<file path="src/rtl/adcemu_tx_pkg.sv">
// Shared constants for the synthetic ADC transmitter: pattern numbers, FSM
// encoding, frame/train words and the PRBS LFSR definition.
package adcemu_tx_pkg;

  typedef enum logic [1:0] {
    ST_IDLE  = 2'd0,
    ST_TRAIN = 2'd1,
    ST_RUN   = 2'd2
  } adc_state_e;

  localparam logic [3:0] PAT_ZERO  = 4'd0;
  localparam logic [3:0] PAT_ZERO1 = 4'd1;
  localparam logic [3:0] PAT_ONES  = 4'd2;
  localparam logic [3:0] PAT_CKB   = 4'd3;
  localparam logic [3:0] PAT_RAMP  = 4'd4;
  localparam logic [3:0] PAT_CONST = 4'd5;
  localparam logic [3:0] PAT_PRBS  = 4'd6;

  localparam int         TRAIN_LEN  = 16;
  localparam logic [5:0] FRAME_WORD = 6'b111000;
  localparam logic [11:0] TRAIN_WORD = 12'hFC0;
  localparam logic [11:0] CKB_A      = 12'hAAA;
  localparam logic [11:0] CKB_B      = 12'h555;
  localparam logic [11:0] CONST_WORD = 12'h03F;

  // x^12+x^6+x^4+x+1: feedback from state bits 11, 5, 3 and 0
  localparam logic [11:0] LFSR_SEED = 12'hFFF;
  localparam logic [11:0] LFSR_TAPS = 12'h829;

  function automatic logic [11:0] lfsr_step(input logic [11:0] s);
    return {s[10:0], ^(s & LFSR_TAPS)};
  endfunction

endpackage

</file>
<file path="src/rtl/adcemu_slip.sv">
// One lane's bit slip: selects a 6-bit window out of {current, previous} raw
// words. Slip values 6 and 7 behave as 0.
module adcemu_slip (
  input  logic       CLK,
  input  logic       chk_rst,
  input  logic [5:0] raw,
  input  logic [2:0] slip,
  output logic [5:0] slipped
);

  logic [5:0]  prev_r;
  logic [11:0] win_s;

  // previous raw word of this lane
  always_ff @(posedge CLK or posedge chk_rst) begin
    if (chk_rst) prev_r <= 6'd0;
    else         prev_r <= raw;
  end

  // window select
  always_comb begin
    win_s = {raw, prev_r};
    case (slip)
      3'd1:    slipped = win_s[6:1];
      3'd2:    slipped = win_s[7:2];
      3'd3:    slipped = win_s[8:3];
      3'd4:    slipped = win_s[9:4];
      3'd5:    slipped = win_s[10:5];
      default: slipped = raw;
    endcase
  end

endmodule

</file>
<file path="src/rtl/adcemu_tx.sv">
// Synthetic ADC transmitter: IDLE/TRAIN/RUN sequencer, test patterns, per-lane
// slip and single-bit error injection. Define ADCEMU_PRBS_EN to build PRBS (type 6).
module adcemu_tx
  import adcemu_tx_pkg::*;
(
  input  logic        CLK,
  input  logic        chk_rst,
  input  logic        enb,
  input  logic [3:0]  chk_type,
  input  logic [2:0]  slip,
  input  logic        err_inj,
  input  logic [1:0]  err_ch,
  output logic [47:0] DOUT,
  output logic [5:0]  FR,
  output logic [1:0]  state,
  output logic [15:0] inj_cnt
);

  adc_state_e  state_r, state_nxt_s;
  logic [3:0]  train_cnt_r, type_r;
  logic [11:0] ramp_r, ramp_val_s;
  logic        ckb_r, ckb_val_s, restart_s, inj_s;
  logic [11:0] pat_s, chan_s;
  logic [5:0]  fr_raw_s;
  logic [5:0]  raw_s [9];
  logic [5:0]  slip_o_s [9];
  logic [47:0] dout_s, mask_s;
`ifdef ADCEMU_PRBS_EN
  logic [11:0] lfsr_r, lfsr_val_s;
`endif

  assign state = state_r;

  // next state, pattern selection and raw lane words for the next output word
  always_comb begin
    state_nxt_s = state_r;
    if (!enb) begin
      state_nxt_s = ST_IDLE;
    end else begin
      case (state_r)
        ST_IDLE:  state_nxt_s = ST_TRAIN;
        ST_TRAIN: state_nxt_s = (train_cnt_r == 4'(TRAIN_LEN - 1)) ? ST_RUN : ST_TRAIN;
        ST_RUN:   state_nxt_s = ST_RUN;
        default:  state_nxt_s = ST_IDLE;
      endcase
    end

    // entering RUN or switching pattern restarts the generators on this word
    restart_s  = (state_r != ST_RUN) || (chk_type != type_r);
    ramp_val_s = restart_s ? 12'h000 : ramp_r;
    ckb_val_s  = restart_s ? 1'b0 : ckb_r;
`ifdef ADCEMU_PRBS_EN
    lfsr_val_s = restart_s ? LFSR_SEED : lfsr_r;
`endif

    case (chk_type)
      PAT_ONES:  pat_s = 12'hFFF;
      PAT_CKB:   pat_s = ckb_val_s ? CKB_B : CKB_A;
      PAT_RAMP:  pat_s = ramp_val_s;
      PAT_CONST: pat_s = CONST_WORD;
`ifdef ADCEMU_PRBS_EN
      PAT_PRBS:  pat_s = lfsr_val_s;
`else
      PAT_PRBS:  pat_s = 12'h000;
`endif
      default:   pat_s = 12'h000;
    endcase

    case (state_nxt_s)
      ST_TRAIN: begin chan_s = TRAIN_WORD; fr_raw_s = FRAME_WORD; end
      ST_RUN:   begin chan_s = pat_s;      fr_raw_s = FRAME_WORD; end
      default:  begin chan_s = 12'h000;    fr_raw_s = 6'b000000;  end
    endcase

    for (int k = 0; k < 8; k++) begin
      raw_s[k] = (k % 2 == 1) ? chan_s[11:6] : chan_s[5:0];
    end
    raw_s[8] = fr_raw_s;
  end

  for (genvar g = 0; g < 9; g++) begin : g_lane
    adcemu_slip u_slip (
      .CLK     (CLK),
      .chk_rst (chk_rst),
      .raw     (raw_s[g]),
      .slip    (slip),
      .slipped (slip_o_s[g])
    );
  end

  // slipped data lanes and the error mask applied on top of them
  always_comb begin
    dout_s = 48'h0;
    for (int k = 0; k < 8; k++) begin
      dout_s[6*k +: 6] = slip_o_s[k];
    end
    inj_s = err_inj && (state_r == ST_RUN);
    if (inj_s) begin
      case (err_ch)
        2'd0:    mask_s = 48'h000000000001;
        2'd1:    mask_s = 48'h000000001000;
        2'd2:    mask_s = 48'h000001000000;
        2'd3:    mask_s = 48'h001000000000;
        default: mask_s = 48'h000000000000;
      endcase
    end else begin
      mask_s = 48'h000000000000;
    end
  end

  // sequencer and pattern generator state
  always_ff @(posedge CLK or posedge chk_rst) begin
    if (chk_rst) begin
      state_r     <= ST_IDLE;
      train_cnt_r <= 4'd0;
      type_r      <= 4'd0;
      ramp_r      <= 12'h000;
      ckb_r       <= 1'b0;
`ifdef ADCEMU_PRBS_EN
      lfsr_r      <= LFSR_SEED;
`endif
    end else begin
      state_r     <= state_nxt_s;
      train_cnt_r <= (state_r == ST_TRAIN && state_nxt_s == ST_TRAIN) ? train_cnt_r + 4'd1 : 4'd0;
      type_r      <= chk_type;
      ramp_r      <= ramp_val_s + 12'h001;
      ckb_r       <= ~ckb_val_s;
`ifdef ADCEMU_PRBS_EN
      lfsr_r      <= lfsr_step(lfsr_val_s);
`endif
    end
  end

  // registered outputs
  always_ff @(posedge CLK or posedge chk_rst) begin
    if (chk_rst) begin
      DOUT    <= 48'h0;
      FR      <= 6'b000000;
      inj_cnt <= 16'h0000;
    end else begin
      DOUT <= dout_s ^ mask_s;
      FR   <= slip_o_s[8];
      if (inj_s && inj_cnt != 16'hFFFF) inj_cnt <= inj_cnt + 16'h0001;
    end
  end

endmodule

</file>
<file path="config.mk">
export PLATFORM = sky130hd
export DESIGN_NAME = adcemu_tx
export DESIGN_NICKNAME = d
export VERILOG_FILES = /design/src/rtl/adcemu_tx_pkg.sv /design/src/rtl/adcemu_slip.sv /design/src/rtl/adcemu_tx.sv
export SDC_FILE = /design/constraint.sdc
export NUM_CORES = 1
export LEC_CHECK = 0
export BUFFER_PORTS_ARGS = -buffer_cell sky130_fd_sc_hd__buf_2
export CAP_MARGIN = 30
export CORE_ASPECT_RATIO = 2
export CORE_MARGIN = 2
export CORE_UTILIZATION = 43
export CTS_CLUSTER_SIZE = 24
export DETAILED_ROUTE_END_ITERATION = 8
export PLACE_DENSITY = 0.65
export SLEW_MARGIN = 30
export SYNTH_ARGS = -nofsm -noshare
export SYNTH_HDL_FRONTEND = slang
export SYNTH_SLANG_ARGS = --single-unit
</file>
<file path="constraint.sdc">
create_clock -name CLK -period 3.5 [get_ports CLK]
set_input_delay 0.7 -clock CLK [delete_from_list [all_inputs] [get_ports CLK]]
set_output_delay 0.7 -clock CLK [all_outputs]
set_load 0.02 [all_outputs]
</file>
==> impl_metrics.yaml, run 1 <==
pwr:
  power.total_mw: 2.15
  power_leakage_nw: 2.24
  p_per_area_nw_per_um2: 456
  irDropWorstVdd_uv: 235
layout:
  drive_above_1_share_pct: 25.9
  nNetsFinal: 504
  final_area_um2: 4720
  syn_to_final_growth_pct: 13.8
  num_antenna_cells: 0
detailed_routing:
  viasPerCell: 5.82
  dr.pass1.iters: 5
  routed-via-count: 3462
  wire_per_inst_um: 17.8
  wirelength_mm: 10.6
  ant_nets: 0
  drt-initial-drc-count: 279
  drc: 0
place:
  post-place-ws_ps: 558
  gp_congestion: 0.917
  dp_hpwl_mm: 7.95
  io_buffers: 84
  dpl_cell_area_um2: 4400
die:
  die_w_um: 73.4
  core_um2: 9380
  start_util_pct: 44.2
  io-pin-count: 85
  die_area_um2: 10500
  rows: 50
  fp.dieH_um: 143
timing:
  hold_viol: 0
  setup_viol: 0
  fin_setup_tns_ps: 0
  final.setup_skew_ps: 8.53
  setup_ws_ps: 513
  rsz0062_at_grt: "no"
  drv_slew: 0
  slew_headroom_pct: 50.4
  whs_ps: 475
  worst_slew_pin_slew_ps: 743
  finalCritPeriodShare_pct: 85.3
  finalCriticalPeriod_ps: 2990
  max_freq_ghz: 0.335
synthesis:
  synth_ff_type: "dfrtp_1"
  synth.distinct_cells: 71
  synth-async-reset-ratio_pct: 100
  syn_inst: 436
  synthTopCellsByArea: "dfrtp_1 (43%), buf_4 (6.3%), xnor2_1 (4.4%)"
  yosys-top-cells-count: "dfrtp_1 (71), nor2_1 (41), buf_4 (35)"
  synth_top_area_cell: "dfrtp_1"
  syn_area_um2: 4150
  yosys_warnings: 0
  synth_most_common_cell: "dfrtp_1"
  ys_seq_area_share_pct: 42.8
  synth_edf_count: 0
  syn_area_per_cell_um2: 9.51
  synth_top_area_share_pct: 42.8
  syn-num-nets: 454
  synth-seq-cells: 71
clock_network:
  cts_made_buffers: 9
  tritoncts: "yes"
  cts_max_path_buffers: 2
  cts_hold_buf: 0
  post_cts_resized: 0
  clock-sinks: 71
  cts_root_buf: "clkbuf_16"
  post_cts_buffers: 0
  cts.clk_slew.worst_paths_ps: 60
  clock_latency_ps: 340
  htree_levels: 3
critical_path:
  worstReg2RegStart: "train_cnt_r[0]"
  cp-startpoint: "train_cnt_r[0]"
  crit_fanout: 8
  cp.arrival_ps: 3260
  startpoint_type: "flip-flop"
  critPathKind: "reg -> reg"
  required_ps: 3770
  crit_path_end_kind: "flip-flop"
grt:
  grt_start_max_net_pins: 36
  antenna_found_initial: 0
  grtUsageTotal_pct: 21.1
  grt_pass1_vias: 3387
  grt_pass1_wl_mm: 17.0
  grt.overflow.total: 0
hold_path:
  hold_path_class: "reg -> reg"
  hold_path.startpoint: "train_cnt_r[0]"
run_status:
  outcome: "finished clean"
flow_run:
  cap_violations: 0
==> critical path: stages, from the launching register on <==
cell	delay [ps]
dfrtp_1	400
ha_1	230
nand4_1	110
nor2_1	40
o21ai_0	230
inv_1	90
ha_1	400
or3b_4	460
nor2_1	230
o21ai_0	200
a21oi_1	190
o221a_1	200
o32a_1	150
==> report_power, final <==
part | leakage, nW | internal (mW) | total (mW) | switching (mW)
Sequential | 0.937 | 0.848 | 0.865 | 0.0173
Clock | 0.153 | 0.629 | 0.984 | 0.355
Combinational | 1.15 | 0.0986 | 0.304 | 0.206
==> cells in the final DEF (no fill, tap or decap), drive strengths merged, types with 4 or more instances in the layout <==
cell type,instances
buf,90
nand3b,5
dfrtp,71
o22ai,6
ha,5
clkbuf,10
a31oi,8
a22oi,4
a21oi,25
o21ai,12
xnor2,23
xor2,11
and3,11
inv,15
o21a,6
nand2b,6
nand3,19
nor2,41
nand4,13
nor3,6
and2,8
nor2b,7
nand2,33
==> cells by family after synthesis <==
group                      after synthesis  synth area share, %
AOI/OAI and AO/OA                       97                 16.7
xor gates and xnor gates                34                 7.81
adders and majority gates                5                 1.51
buffers and inverters                   65                 9.65
DFF                                     71                 42.8
muxes                                    3                0.784
and+or+nand+nor                        161                 20.7
==> sequential cells by signal (all words and copies together) (netlist names) <==
signal,cells
inj_cnt,16
g_lane.u_slip.prev_r,11
DOUT,15
state,2
train_cnt_r,4
type_r,4
ckb_r,1
ramp_r,12
FR,6
==> metal layers <==
| metal | part of all wire, % | up-vias | wire [um] | track usage [%] |
|---|---|---|---|---|
| li1 | - | 1614 | - | - |
| met5 | 0 | - | 0 | 0 |
| met3 | 4.1 | 34 | 438 | 3.39 |
| met4 | 4.7 | 0 | 502 | 13.5 |
| met2 | 55 | 130 | 5790 | 37.1 |
| met1 | 37 | 1684 | 3870 | 22.6 |
==> area by class of cell <==
| cell class | instances | area, um^2 |
|---|---|---|
| Tap cell | 104 | 130 |
| Timing Repair Buffer | 90 | 465 |
| Multi-Input combinational cell | 300 | 1970 |
| Sequential cell | 71 | 1780 |
| Inverter | 14 | 52.6 |
| Fill cell | 904 | 4670 |
| Clock buffer | 10 | 229 |
| Clock inverter | 6 | 93.8 |
==> worst paths after layout <==
kind,endpoint,slack (ps),depth (start not counted)
max,DOUT[35],510,12
min,train_cnt_r[0],470,1
max reg2reg,DOUT[35],510,12
min reg2reg,train_cnt_r[0],470,1
max in group asynchronous,state[0],2170,3
min in group asynchronous,g_lane[8].u_slip.prev_r[4],490,2
==> per-stage QoR <==
step,cells,util [%]
floorplan,436,-
global placement,579,46.8
detailed placement,579,46.8
CTS,595,50.3
global route,595,50.3
finish,595,50.3
No activity file was read; power rests on OpenSTA's default activity.
==> run 2, diff against run 1 <==
Settings changed: BUFFER_PORTS_ARGS -buffer_cell sky130_fd_sc_hd__buf_2 to -buffer_cell sky130_fd_sc_hd__buf_4.
Clock period 3.5 ns to 3.6 ns, I/O delays scaled along.
==> impl_metrics.yaml, run 2 (synthesis results as in run 1) <==
timing:
  drv_slew: 0
  final.setup_skew_ps: 7.39
  slew_headroom_pct: 51.9
  finalCritPeriodShare_pct: 82.6
  setup_viol: 0
  max_freq_ghz: 0.336
  fin_setup_tns_ps: 0
  whs_ps: 439
  rsz0062_at_grt: "no"
  hold_viol: 0
  worst_slew_pin_slew_ps: 720
  finalCriticalPeriod_ps: 2970
pwr:
  p_per_area_nw_per_um2: 431
  power.total_mw: 2.12
  power_leakage_nw: 2.26
  irDropWorstVdd_uv: 251
critical_path:
  path_cells: "ha_1 > nand4_1 > nor2_1 > o21ai_0 > inv_1 > ha_1 > or3b_4 > nor3_4 > and4_4 > a211o_2 > a22oi_1 > a21oi_1"
  cp_slowest_cell: "or3b_4"
  crit_path_end_kind: "flip-flop"
  cpMostUsedCell: "ha_1"
  required_ps: 3840
  reg2reg_to: "DOUT[45]"
  path_buf_inv: 1
  rrSetupSlack_ps: 630
  cpLargestDelayFamily: "simple AND/OR/NAND/NOR gates"
  cp_slowest_stage_delay_ps: 460
  crit_end: "DOUT[45]"
  cp.arrival_ps: 3220
  worstReg2RegStart: "train_cnt_r[0]"
  cp-startpoint: "train_cnt_r[0]"
  rr_worst_depth: 12
  cp_num_cells: 12
  critPathKind: "reg -> reg"
  crit_fanout: 8
  startpoint_type: "flip-flop"
clock_network:
  cts_root_buf: "clkbuf_16"
  cts_made_buffers: 9
  cts_max_path_buffers: 2
  tritoncts: "yes"
  post_cts_resized: 0
  cts_hold_buf: 0
  htree_levels: 3
  cts.clk_slew.worst_paths_ps: 60
  clock_latency_ps: 330
  clock-sinks: 71
  post_cts_buffers: 0
layout:
  final_area_um2: 4920
  layout_commonest_cell: "buf_4"
  layout_common_cells: "buf_4 (89), dfrtp_1 (71), nor2_1 (41), nand2_1 (33), a21oi_1 (24)"
  reg_top3: "inj_cnt: 16 flops, DOUT: 15 flops, ramp_r: 12 flops"
  syn_to_final_growth_pct: 18.6
  regMostFlops: "inj_cnt"
  fill_cells: 847
  register_area_um2: 1780
  nNetsFinal: 503
  num_antenna_cells: 0
  largest_reg_flops: 16
  stdcell_count: 594
  drive_above_1_share_pct: 25.9
  multi_input_area_um2: 1970
detailed_routing:
  wirelength_mm: 10.7
  wire_per_inst_um: 18.1
  drt-initial-drc-count: 283
  ant_nets: 0
  viasPerCell: 5.81
  dr.pass1.iters: 5
  drc: 0
  routed-via-count: 3451
place:
  io_buffers: 84
  dp_hpwl_mm: 8.11
  dpl_cell_area_um2: 4600
  place_inst: 578
  gp_congestion: 0.946
die:
  io-pin-count: 85
  die_w_um: 73.4
  die_area_um2: 10500
  fp.dieH_um: 143
  start_util_pct: 44.2
  core_um2: 9380
  rows: 50
grt:
  grt_pass1_vias: 3299
  grt_start_max_net_pins: 28
  grtUsageTotal_pct: 20.8
  grt.overflow.total: 0
  antenna_found_initial: 0
  grt_pass1_wl_mm: 16.7
run_status:
  outcome: "finished clean"
hold_path:
  hold_path_class: "in -> async"
flow_run:
  cap_violations: 0
[run 2: cell count changes in the layout (fill, tap and decap cells not counted)]
| cell | delta |
|---|---|
| inv_6 | -1 |
| buf_4 | +83 |
| clkbuf_1 | -1 |
| buf_2 | -84 |
| clkinvlp_4 | +1 |
| clkinv_2 | +1 |
[run 2: layer usage]
| layer | global-route usage [%] | vias up | routed length, um |
|---|---|---|---|
| met5 | 0 | - | 0 |
| met4 | 12.2 | 0 | 452 |
| met3 | 3.74 | 25 | 401 |
| met2 | 36.5 | 113 | 5870 |
| met1 | 22.5 | 1691 | 4010 |
| li1 | - | 1622 | - |
[run 2: final cells by class]
class                           instances  share of cell area [%]
Multi-Input combinational cell        300                    40.0
Clock buffer                            9                    4.58
Inverter                               14                    1.07
Tap cell                              104                    2.64
Sequential cell                        71                    36.1
Timing Repair Buffer                   89                    13.6
Clock inverter                          7                    1.98
[run 2: where the power goes]
part | total (mW) | internal, mW | leakage (nW) | switching (mW)
sequential | 0.845 | 0.825 | 0.937 | 0.0199
combinational | 0.330 | 0.129 | 1.17 | 0.201
clock | 0.945 | 0.607 | 0.152 | 0.338
total | 2.12 | 1.56 | 2.26 | 0.559
[run 2: stage by stage]
| stage | utilization (%) | setup WS, ps |
|---|---|---|
| after floorplan | - | 946 |
| after global placement | 49.0 | 701 |
| after detailed placement | 49.0 | 651 |
| after CTS | 52.4 | 621 |
| after global routing | 52.4 | 399 |
| final | 52.4 | 626 |
[run 2: worst min-delay path by stage]
stage / end / start / depth (start not counted)
floorplan: train_cnt_r[0] / train_cnt_r[0] / 1
global placement: train_cnt_r[0] / train_cnt_r[0] / 1
detailed placement: train_cnt_r[0] / train_cnt_r[0] / 1
CTS: inj_cnt[6] / chk_rst / 2
global route: inj_cnt[10] / chk_rst / 2
finish: inj_cnt[5] / chk_rst / 2
==> run 3, diff against run 2 <==
Clock period 3.6 ns to 2.8 ns, I/O delays scaled along.
==> impl_metrics.yaml, run 3 (synthesis results as in run 1) <==
die:
  rows: 50
  die_w_um: 73.4
  start_util_pct: 44.2
  fp.dieH_um: 143
  core_um2: 9380
  io-pin-count: 85
  die_area_um2: 10500
layout:
  drive_above_1_share_pct: 28.6
  syn_to_final_growth_pct: 20.9
  nNetsFinal: 513
  largest_reg_flops: 16
  fill_cells: 894
  reg_top3: "inj_cnt: 16 flops, DOUT: 15 flops, ramp_r: 12 flops"
  layout_common_cells: "buf_4 (99), dfrtp_1 (71), nor2_1 (40), nand2_1 (33), a21oi_1 (23)"
  regMostFlops: "inj_cnt"
  layout_commonest_cell: "buf_4"
  num_antenna_cells: 0
grt:
  antenna_found_initial: 0
  grtUsageTotal_pct: 21.2
  grt_start_max_net_pins: 28
  grt.overflow.total: 0
  grt_pass1_wl_mm: 16.7
  grt_pass1_vias: 3346
detailed_routing:
  wirelength_mm: 10.6
  ant_nets: 0
  drc: 0
  drt-initial-drc-count: 360
  routed-via-count: 3543
  dr.pass1.iters: 5
  wire_per_inst_um: 17.6
  viasPerCell: 5.87
clock_network:
  tritoncts: "yes"
  htree_levels: 3
  cts.clk_slew.worst_paths_ps: 60
  clock_latency_ps: 350
  cts_root_buf: "clkbuf_16"
  cts_made_buffers: 9
  cts_max_path_buffers: 2
  cts_hold_buf: 0
  clock-sinks: 71
timing:
  finalCriticalPeriod_ps: 2710
  hold_viol: 0
  whs_ps: 258
  finalCritPeriodShare_pct: 96.7
  final.setup_skew_ps: 8.15
  drv_slew: 0
  slew_headroom_pct: 63.1
  max_freq_ghz: 0.369
  worst_slew_pin_slew_ps: 551
  setup_viol: 0
hold_path:
  hold_path_class: "in -> async"
critical_path:
  rr_worst_depth: 12
  cp.arrival_ps: 2990
  worstReg2RegStart: "train_cnt_r[0]"
  cp-startpoint: "train_cnt_r[0]"
  required_ps: 3080
  critPathKind: "reg -> reg"
  rrSetupSlack_ps: 90
  reg2reg_to: "DOUT[35]"
  crit_fanout: 5
  startpoint_type: "flip-flop"
  crit_path_end_kind: "flip-flop"
  crit_end: "DOUT[35]"
pwr:
  clock_power_share_pct: 43.6
  swShare_pct: 27.6
  power.total_mw: 2.69
  power_leakage_nw: 2.31
  p_int_mw: 1.95
  irDropWorstVdd_uv: 307
  power_switching_mw: 0.741
  seqPwrFrac_pct: 40.4
  p_per_area_nw_per_um2: 536
  comb_power_share_pct: 15.9
place:
  dp_hpwl_mm: 7.95
  io_buffers: 84
  gp_congestion: 0.946
flow_run:
  cap_violations: 0
run_status:
  outcome: "finished clean"
run 3: how the worst min path moves through the flow:
stage | endpoint | slack, ps | from | cells past startpoint
after floorplan | train_cnt_r[0] | 430 | train_cnt_r[0] | 1
after global placement | train_cnt_r[0] | 440 | train_cnt_r[0] | 1
after detailed placement | train_cnt_r[0] | 470 | train_cnt_r[0] | 1
after CTS | state[1] | 280 | chk_rst | 2
after global routing | state[1] | 300 | chk_rst | 2
final | FR[5] | 260 | chk_rst | 2
run 3: repair_timing:
item                                    in CTS  in global routing
endpoints found under the setup margin       1                  7
pin swaps                                    1                 11
resized for setup                            2                  7
setup buffers                                1                  1
run 3: through the flow:
stage | area (um^2) | setup TNS (ps) | cells | utilization, % | setup slack, ps
after global routing | 5010 | -54.2 | 604 | 53.4 | -23.5
final | 5010 | 0 | 604 | 53.4 | 92.6
after CTS | 4980 | 0 | 603 | 53.0 | 63.0
after global placement | 4660 | 0 | 586 | 49.6 | 89.3
after detailed placement | 4660 | -16.7 | 586 | 49.6 | -16.7
after floorplan | 4150 | 0 | 436 | - | 146
run 3: power by group through the flow:
| stage | registers [mW] | clock network [mW] | logic, mW |
|---|---|---|---|
| 2_1_floorplan | 1.13 | 0 | 0.280 |
| 3_3_place_gp | 1.10 | 0 | 0.424 |
| 6_report | 1.09 | 1.17 | 0.429 |
| 3_5_place_dp | 1.11 | 0 | 0.426 |
| 4_1_cts | 1.09 | 1.20 | 0.428 |
| 5_1_grt | 1.09 | 1.25 | 0.460 |
run 3: cell type report:
cell class	count	area, um^2	area share, %
sequential	71	1780	35.4
timing repair buffer	99	743	14.8
multi-input combinational	300	2000	40.0
clock inverter	6	68.8	1.37
clock buffer	10	239	4.77
tap	104	130	2.60
inverter	14	52.6	1.05
run 3: metal layers:
metal / track usage [%] / up-vias / share of wire, %
met5: 0 / - / 0
met4: 11.1 / 0 / 3.3
met3: 4.59 / 31 / 4.3
met2: 37.2 / 121 / 55
met1: 22.9 / 1747 / 37
li1: - / 1644 / -
run 3: critical path: stages, from the launching register on:
cell and delay [ps]:
dfrtp_1 400, ha_2 190, nand4_1 110, nor2_1 60, o21ai_2 160, inv_2 70
ha_4 240, or3b_4 450, nor3_4 270, and4_4 290, nand3_1 100, a21oi_2 150
o32a_1 150
